<file path="src/rtl/axis_mux_pkg.sv">
// Shared types and constants for the Axis_Mux stream stages.
package axis_mux_pkg;

    localparam int AXIS_DW_DEFAULT = 32;

    typedef enum logic [1:0] {
        IDLE  = 2'd0,
        LOCK0 = 2'd1,
        LOCK1 = 2'd2
    } mux_state_t;

endpackage

</file>
<file path="src/rtl/axis_out_reg.sv">
// One-deep registered AXI-Stream output stage.
// The owner raises 'load' only when 'load_en' is high, which keeps the
// slot from being overwritten while a beat is stalled downstream.
module axis_out_reg
    import axis_mux_pkg::*;
#(
    parameter int DATA_WIDTH = AXIS_DW_DEFAULT
) (
    input  logic                  clk,
    input  logic                  reset,
    input  logic                  load,
    input  logic [DATA_WIDTH-1:0] load_data,
    input  logic                  load_last,
    output logic                  load_en,
    output logic [DATA_WIDTH-1:0] m_data,
    output logic                  m_valid,
    input  logic                  m_ready,
    output logic                  m_last
);

    assign load_en = !m_valid || m_ready;

    // Capture a new beat, or drop the held one once downstream takes it.
    always_ff @(posedge clk or posedge reset) begin
        if (reset) begin
            m_data  <= '0;
            m_last  <= 1'b0;
            m_valid <= 1'b0;
        end else if (load) begin
            m_data  <= load_data;
            m_last  <= load_last;
            m_valid <= 1'b1;
        end else if (m_ready) begin
            m_valid <= 1'b0;
        end
    end

endmodule

</file>
<file path="src/rtl/axis_packet_mux.sv">
// Two-input AXI-Stream packet multiplexer. Arbitrates round-robin at packet
// boundaries, stays locked on the granted input until its last beat is
// accepted, and forwards beats through a registered output stage.
module axis_packet_mux
    import axis_mux_pkg::*;
#(
    parameter int DATA_WIDTH = AXIS_DW_DEFAULT
) (
    input  logic                  mux_clk,
    input  logic                  reset,
    input  logic [DATA_WIDTH-1:0] s0_data,
    input  logic                  s0_valid,
    output logic                  s0_ready,
    input  logic                  s0_last,
    input  logic [DATA_WIDTH-1:0] s1_data,
    input  logic                  s1_valid,
    output logic                  s1_ready,
    input  logic                  s1_last,
    output logic [DATA_WIDTH-1:0] m_data,
    output logic                  m_valid,
    input  logic                  m_ready,
    output logic                  m_last,
    output logic                  mux_sel,
    output logic                  mux_busy,
    output logic [31:0]           pkt_count
);

    mux_state_t            state;
    logic                  last_grant;
    logic                  load_en;
    logic                  load;
    logic [DATA_WIDTH-1:0] sel_data;
    logic                  sel_last;

    // Only the locked input sees ready, and only when the output slot can take a beat.
    assign s0_ready = (state == LOCK0) && load_en;
    assign s1_ready = (state == LOCK1) && load_en;
    assign load     = (s0_valid && s0_ready) || (s1_valid && s1_ready);
    assign sel_data = (state == LOCK1) ? s1_data : s0_data;
    assign sel_last = (state == LOCK1) ? s1_last : s0_last;
    assign mux_busy = (state != IDLE);

    // Arbitration and packet lock: grant in IDLE, release after the last beat.
    always_ff @(posedge mux_clk or posedge reset) begin
        if (reset) begin
            state      <= IDLE;
            last_grant <= 1'b1;
            mux_sel    <= 1'b0;
            pkt_count  <= 32'd0;
        end else begin
            case (state)
                IDLE: begin
                    if (s0_valid && s1_valid) begin
                        if (last_grant) begin
                            state   <= LOCK0;
                            mux_sel <= 1'b0;
                        end else begin
                            state   <= LOCK1;
                            mux_sel <= 1'b1;
                        end
                    end else if (s0_valid) begin
                        state   <= LOCK0;
                        mux_sel <= 1'b0;
                    end else if (s1_valid) begin
                        state   <= LOCK1;
                        mux_sel <= 1'b1;
                    end
                end
                LOCK0: begin
                    if (load && sel_last) begin
                        state      <= IDLE;
                        last_grant <= 1'b0;
                        pkt_count  <= pkt_count + 32'd1;
                    end
                end
                LOCK1: begin
                    if (load && sel_last) begin
                        state      <= IDLE;
                        last_grant <= 1'b1;
                        pkt_count  <= pkt_count + 32'd1;
                    end
                end
                default: state <= IDLE;
            endcase
        end
    end

    axis_out_reg #(
        .DATA_WIDTH(DATA_WIDTH)
    ) u_out_reg (
        .clk       (mux_clk),
        .reset     (reset),
        .load      (load),
        .load_data (sel_data),
        .load_last (sel_last),
        .load_en   (load_en),
        .m_data    (m_data),
        .m_valid   (m_valid),
        .m_ready   (m_ready),
        .m_last    (m_last)
    );

endmodule

</file>
<file path="config.mk">
export PLATFORM = sky130hd
export DESIGN_NAME = axis_packet_mux
export DESIGN_NICKNAME = d
export VERILOG_FILES = /design/src/rtl/axis_mux_pkg.sv /design/src/rtl/axis_out_reg.sv /design/src/rtl/axis_packet_mux.sv
export SDC_FILE = /design/constraint.sdc
export NUM_CORES = 1
export LEC_CHECK = 0
export BUFFER_PORTS_ARGS = -buffer_cell sky130_fd_sc_hd__buf_2
export CAP_MARGIN = 10
export CORE_MARGIN = 2
export CORE_UTILIZATION = 49
export DETAILED_ROUTE_END_ITERATION = 16
export PLACE_DENSITY = 0.8
export SYNTH_ARGS = -nofsm -noshare
export SYNTH_HDL_FRONTEND = slang
export SYNTH_HIERARCHICAL = 1
export SYNTH_SLANG_ARGS = --single-unit
</file>
<file path="constraint.sdc">
create_clock -name mux_clk -period 2.8 [get_ports mux_clk]
set_input_delay 0.56 -clock mux_clk [delete_from_list [all_inputs] [get_ports mux_clk]]
set_output_delay 0.56 -clock mux_clk [all_outputs]
set_load 0.02 [all_outputs]
</file>
## Word-level counts from Yosys, hierarchy flattened

Cells that the tools add are included.

- Output and inout port bits: 70
- Word-level logic and storage cells: 50
- Register bits: 70
- Input port bits: 71

- Multiplexer cells: 17
- Add/sub/neg operators: 1
- Equality and inequality tests: 6
- Reductions and logical operators: 19

Operators by type and width:

| kind | count |
|---|---|
| adder 32 x 1 -> 32 bit (second input constant) | 1 |
| two-way mux 32 bit | 1 |
| two-way mux 2 bit | 5 |
| two-way mux 1 bit | 9 |
| logical AND 1 bit | 6 |
| != test 2 x 1 -> 1 bit (second input constant) | 3 |
| AND reduction 2 bit | 3 |
| nonzero test 2 bit | 3 |
| != test 4 bit (second input constant) | 1 |
| case mux 2 bit (2 select lines) | 1 |
| AND reduction 3 bit | 1 |
| nonzero test 3 bit | 1 |
| equality test 2 x 1 -> 1 bit (second input constant) | 1 |
| equality test 2 bit (second input constant) | 1 |
| zero test 2 bit | 1 |
| logical OR 1 bit | 2 |
| case mux 1 bit (2 select lines) | 1 |
| OR reduction 2 bit | 1 |
| zero test 1 bit | 1 |

## Longest topological paths before layout

- Depth in word-level cells: 8
- Depth in mapped cells: 8
- Mapped depth without buffers: 6

## Hierarchy

Netlist, hierarchy kept.

Modules (own cells, without submodules):

| module | area each (um2) | sequential area each (um2) | cells an instance | times used |
|---|---|---|---|---|
| axis_packet_mux | 2189.6 | 902.1 | 211 | 1 |
| axis_out_reg | 1418.9 | 850.8 | 74 | 1 |

## Worst setup path before layout

Ideal clock, no wire load.

- Path type: register to register
- Start: register state[0]
- End: register pkt_count[31]
- Setup time: 0.079 ns
- Path buffers: 2
- Required time: 2.721 ns
- Period minus slack after synthesis: 2.033 ns
- Stages on the path, launching flop included: 9
- Arrival time: 1.954 ns
- Path slack: 0.767 ns
- Cells stage by stage: dfrtp_1 inv_1 ha_1 buf_6 mux2_4 or4b_1 buf_4 nor4_4 xor2_1

- Elaborated cells between the ends (all ways): 11
- Those cells by class: eq/ne (2); mux (1); reduce/logical (8)

RTL lines:

| item | line | RTL |
|---|---|---|
| from (decl) | axis_packet_mux.sv:28 | `mux_state_t state;` |
| from (signal assigned) | axis_packet_mux.sv:46 | `state <= IDLE;` |
| from (signal assigned) | axis_packet_mux.sv:55 | `state <= LOCK0;` |
| from (signal assigned) | axis_packet_mux.sv:58 | `state <= LOCK1;` |
| equality test 2 bit | axis_packet_mux.sv:40 | `assign sel_last = (state == LOCK1) ? s1_last : s0_last;` |
| two-way mux 1 bit | axis_packet_mux.sv:40 |  |
| via sel_last | axis_packet_mux.sv:33 | `logic sel_last;` |
| logical AND 1 bit | axis_packet_mux.sv:70, axis_packet_mux.sv:77 |  |
| AND reduction 2 bit (no source line) | n/a |  |
| to (signal assigned) | axis_packet_mux.sv:73 | `pkt_count <= pkt_count + 32'd1;` |
| to (signal assigned) | axis_packet_mux.sv:80 | `pkt_count <= pkt_count + 32'd1;` |
| to (decl) | axis_packet_mux.sv:25 | `output logic [31:0] pkt_count` |

The timed path passes the listed nets, and every way through them passes these cells.
A chain may end at the register's enable or synchronous reset.

## Worst setup path after layout

- Start: register state[0]
- End: output s1_ready

- Word-level cells in the longest chain between the ends: 2

RTL lines:

| item | line | RTL |
|---|---|---|
| equality test 2 bit | axis_packet_mux.sv:37 | `assign s1_ready = (state == LOCK1) && load_en;` |
| logical AND 1 bit | axis_packet_mux.sv:37 |  |
| to (decl) | axis_packet_mux.sv:17 | `output logic s1_ready,` |

No other way between the ends.

==> impl_metrics.py <==
metrics = {
    "route": {
        "wire_per_inst_um": 14.8,
        "wl_met2_um": 3910,
        "drc": 0,
        "route.met3.wl_um": 521,
        "first_pass_iters": 4,
        "met1Wirelength_um": 3330,
        "vias": 2680,
        "routed_via_density": 5.05,
        "antenna_left": 0,
        "routed_wirelength_um": 7880,
        "drtIter0Drc": 88,
        "highest_layer": "met4",
    },
    "timing": {
        "slew_headroom_pct": 55.1,
        "tightest_slew_ns": 0.671,
        "maxSlewViolCount": 0,
        "hold-worst-slack_ns": 0.312,
        "final.min_clock_period_ns": 2.39,
        "setup_viol": 0,
        "tns_ns": 0,
        "fin_skew_ns": 0.00590,
        "timing.final.crit_share_pct": 85.3,
        "hold_viol_final": 0,
        "clock.fmax_mhz": 419,
        "grt_setup_unrepaired": "false",
    },
    "synthesis": {
        "syn_avg_cell_area_um2": 12.7,
        "synth_edf_count": 0,
        "synth_area_leaders": "dfrtp_1 48%, mux2_4 12%, mux2_2 11%",
        "syn-num-nets": 360,
        "synth_area_leader_cell": "dfrtp_1",
        "synth_most_common_cell": "dfrtp_1",
        "yosysSeqAreaShare_pct": 48.6,
        "synth_ff_type": "dfrtp_1",
        "synthesis.area_mm2": 0.00361,
        "synth_top_cells_by_count": "69 x dfrtp_1, 36 x mux2_2, 30 x mux2_4",
        "ys_types": 33,
        "ys_seq_elements": 70,
        "yosys_warnings": 6,
        "synthCells": 285,
        "synth_top_area_share_pct": 47.9,
        "synth-async-reset-ratio_pct": 100,
    },
    "clocking": {
        "cts-root-buf": "clkbuf_8",
        "post_cts_resized": 0,
        "ctsHoldBuffers": 0,
        "clk_path_buf_depth": 2,
        "cts-buffers-inserted": 9,
        "clk_pin_slew_worst_paths_ns": 0.07,
        "clk_latency_ns": 0.34,
        "post_cts_buffers": 0,
        "clock-sinks": 70,
        "tritoncts": "built",
        "htree_levels": 3,
    },
    "global_route": {
        "grt_pass1_wl_um": 13400,
        "globalRouteTotalUtil_pct": 20.4,
        "antenna_found_initial": 0,
        "first_global_vias": 2823,
        "gr-total-overflow": 0,
        "grt_max_degree": 37,
    },
    "critical_path": {
        "critPathTopFamily": "buffers and inverters",
        "worstPathMaxFanout": 28,
        "path_cells": "inv_1 > ha_1 > buf_4 > and2_1 > buf_2",
        "setup.worst_path.start_class": "register",
        "cp_slowest_cell": "dfrtp_1",
        "required_ns": 2.24,
        "cp-end-kind": "output pin",
        "cpPeakStageDelay_ns": 0.40,
        "cp-startpoint": "state[0]",
        "reg2reg_from": "state[0]",
        "critPathKind": "reg -> out",
        "cp.buffers_inverters": 3,
        "cp.arrival_ns": 1.83,
    },
    "finish": {
        "nets": 503,
        "drive_gt1_share_pct": 53.2,
        "area_growth_pct": 26.0,
        "antenna_cells": 0,
        "fillCellCount": 581,
    },
    "floorplanning": {
        "start_util_pct": 50.3,
        "pin_count": 141,
        "dieArea_mm2": 0.00807,
        "die_y_um": 89.8,
        "core_area_mm2": 0.00718,
        "row_count": 31,
        "die_w_um": 89.8,
    },
    "place": {
        "place.gp.congestion": 0.803,
        "hpwl_um": 5900,
        "io_buffers": 140,
    },
    "hold_path": {
        "hold_path_class": "in -> async",
    },
    "power": {
        "peakVddDrop_v": 0.000654,
        "leakage_nw": 2.39,
        "power.density_mw_per_mm2": 905,
    },
    "outcome": {
        "outcome": "finished, final reports clean",
    },
    "run": {
        "maxCapViolCount": 0,
    },
}
cell families (layout without fill, tap and decap cells):
kind of cell	after synthesis	in the layout	share of synthesized area (%)
mux	66	66	23.7
fa+ha+maj	4	4	1.39
buf+inv	24	171	4.37
xor+xnor	31	31	7.52
compound gates	9	9	1.73
flops	70	70	48.6
simple gates	81	81	12.7
state kept, by name (all words and copies together) (netlist names):
signal,cells
u_out_reg/m_valid,1
last_grant,1
mux_sel,1
u_out_reg/m_data,32
state,2
u_out_reg/m_last,1
pkt_count,32
final cells by class:
| cell class | count | area, um^2 | share of cell area, % |
|---|---|---|---|
| multi-input combinational | 191 | 1700 | 37.4 |
| inverter | 10 | 37.5 | 0.826 |
| clock inverter | 4 | 22.5 | 0.495 |
| tap | 99 | 124 | 2.73 |
| timing repair buffer | 146 | 758 | 16.7 |
| sequential | 70 | 1750 | 38.6 |
| clock buffer | 11 | 151 | 3.33 |
worst register-to-register path: stages (launching register included):
cell and delay (ns):
dfrtp_1 0.40, inv_1 0.09, ha_1 0.26, a22o_1 0.25, nand4_1 0.56, nor4_1 0.50
xor2_1 0.18
stage by stage:
step / power (mW) / utilization, % / instance area (um^2) / worst slack [ns] / instances
floorplan: 2.93 / - / 3610 / 0.767 / 285
global placement: 3.37 / 60.9 / 4370 / 0.531 / 516
detailed placement: 3.42 / 60.9 / 4370 / 0.451 / 516
CTS: 4.17 / 63.3 / 4550 / 0.373 / 531
global route: 4.35 / 63.3 / 4550 / 0.225 / 531
finish: 4.11 / 63.3 / 4550 / 0.412 / 531
routing by layer:
metal | GRT usage [%] | vias to the layer above
li1 | - | 1289
met1 | 24.7 | 1272
met2 | 35.8 | 107
met3 | 4.44 | 12
met4 | 7.95 | 0
met5 | 0 | -
layout by cell type, fill, tap and decap left out, types with 4 or more instances in the layout:
| cell | instances |
|---|---|
| nor4_1 | 8 |
| clkbuf_8 | 11 |
| ha_1 | 4 |
| buf_2 | 140 |
| nand4_1 | 8 |
| nor3_1 | 10 |
| xor2_1 | 22 |
| mux2_4 | 30 |
| inv_1 | 10 |
| xnor2_1 | 9 |
| dfrtp_1 | 69 |
| nor2_1 | 7 |
| nand3_1 | 12 |
| buf_4 | 5 |
| nand2_1 | 17 |
| and4_1 | 7 |
| mux2_2 | 36 |
worst paths after layout:
kind,to,slack (ns),depth (start not counted)
worst max register to register,pkt_count[30],0.49,6
worst min-delay path,u_out_reg/m_data[27],0.31,3
worst min register to register,pkt_count[31],0.47,1
min in group mux_clk,pkt_count[31],0.47,1
worst max-delay path,s1_ready,0.41,5
max in group asynchronous,last_grant,2.12,3
where the power goes:
part	internal [mW]	total, mW	switching (mW)	leakage [nW]
Clock	0.360	0.723	0.363	0.0910
Sequential	1.31	1.49	0.178	0.877
Combinational	0.947	1.90	0.953	1.42
No activity file was read; power rests on OpenSTA's default activity.
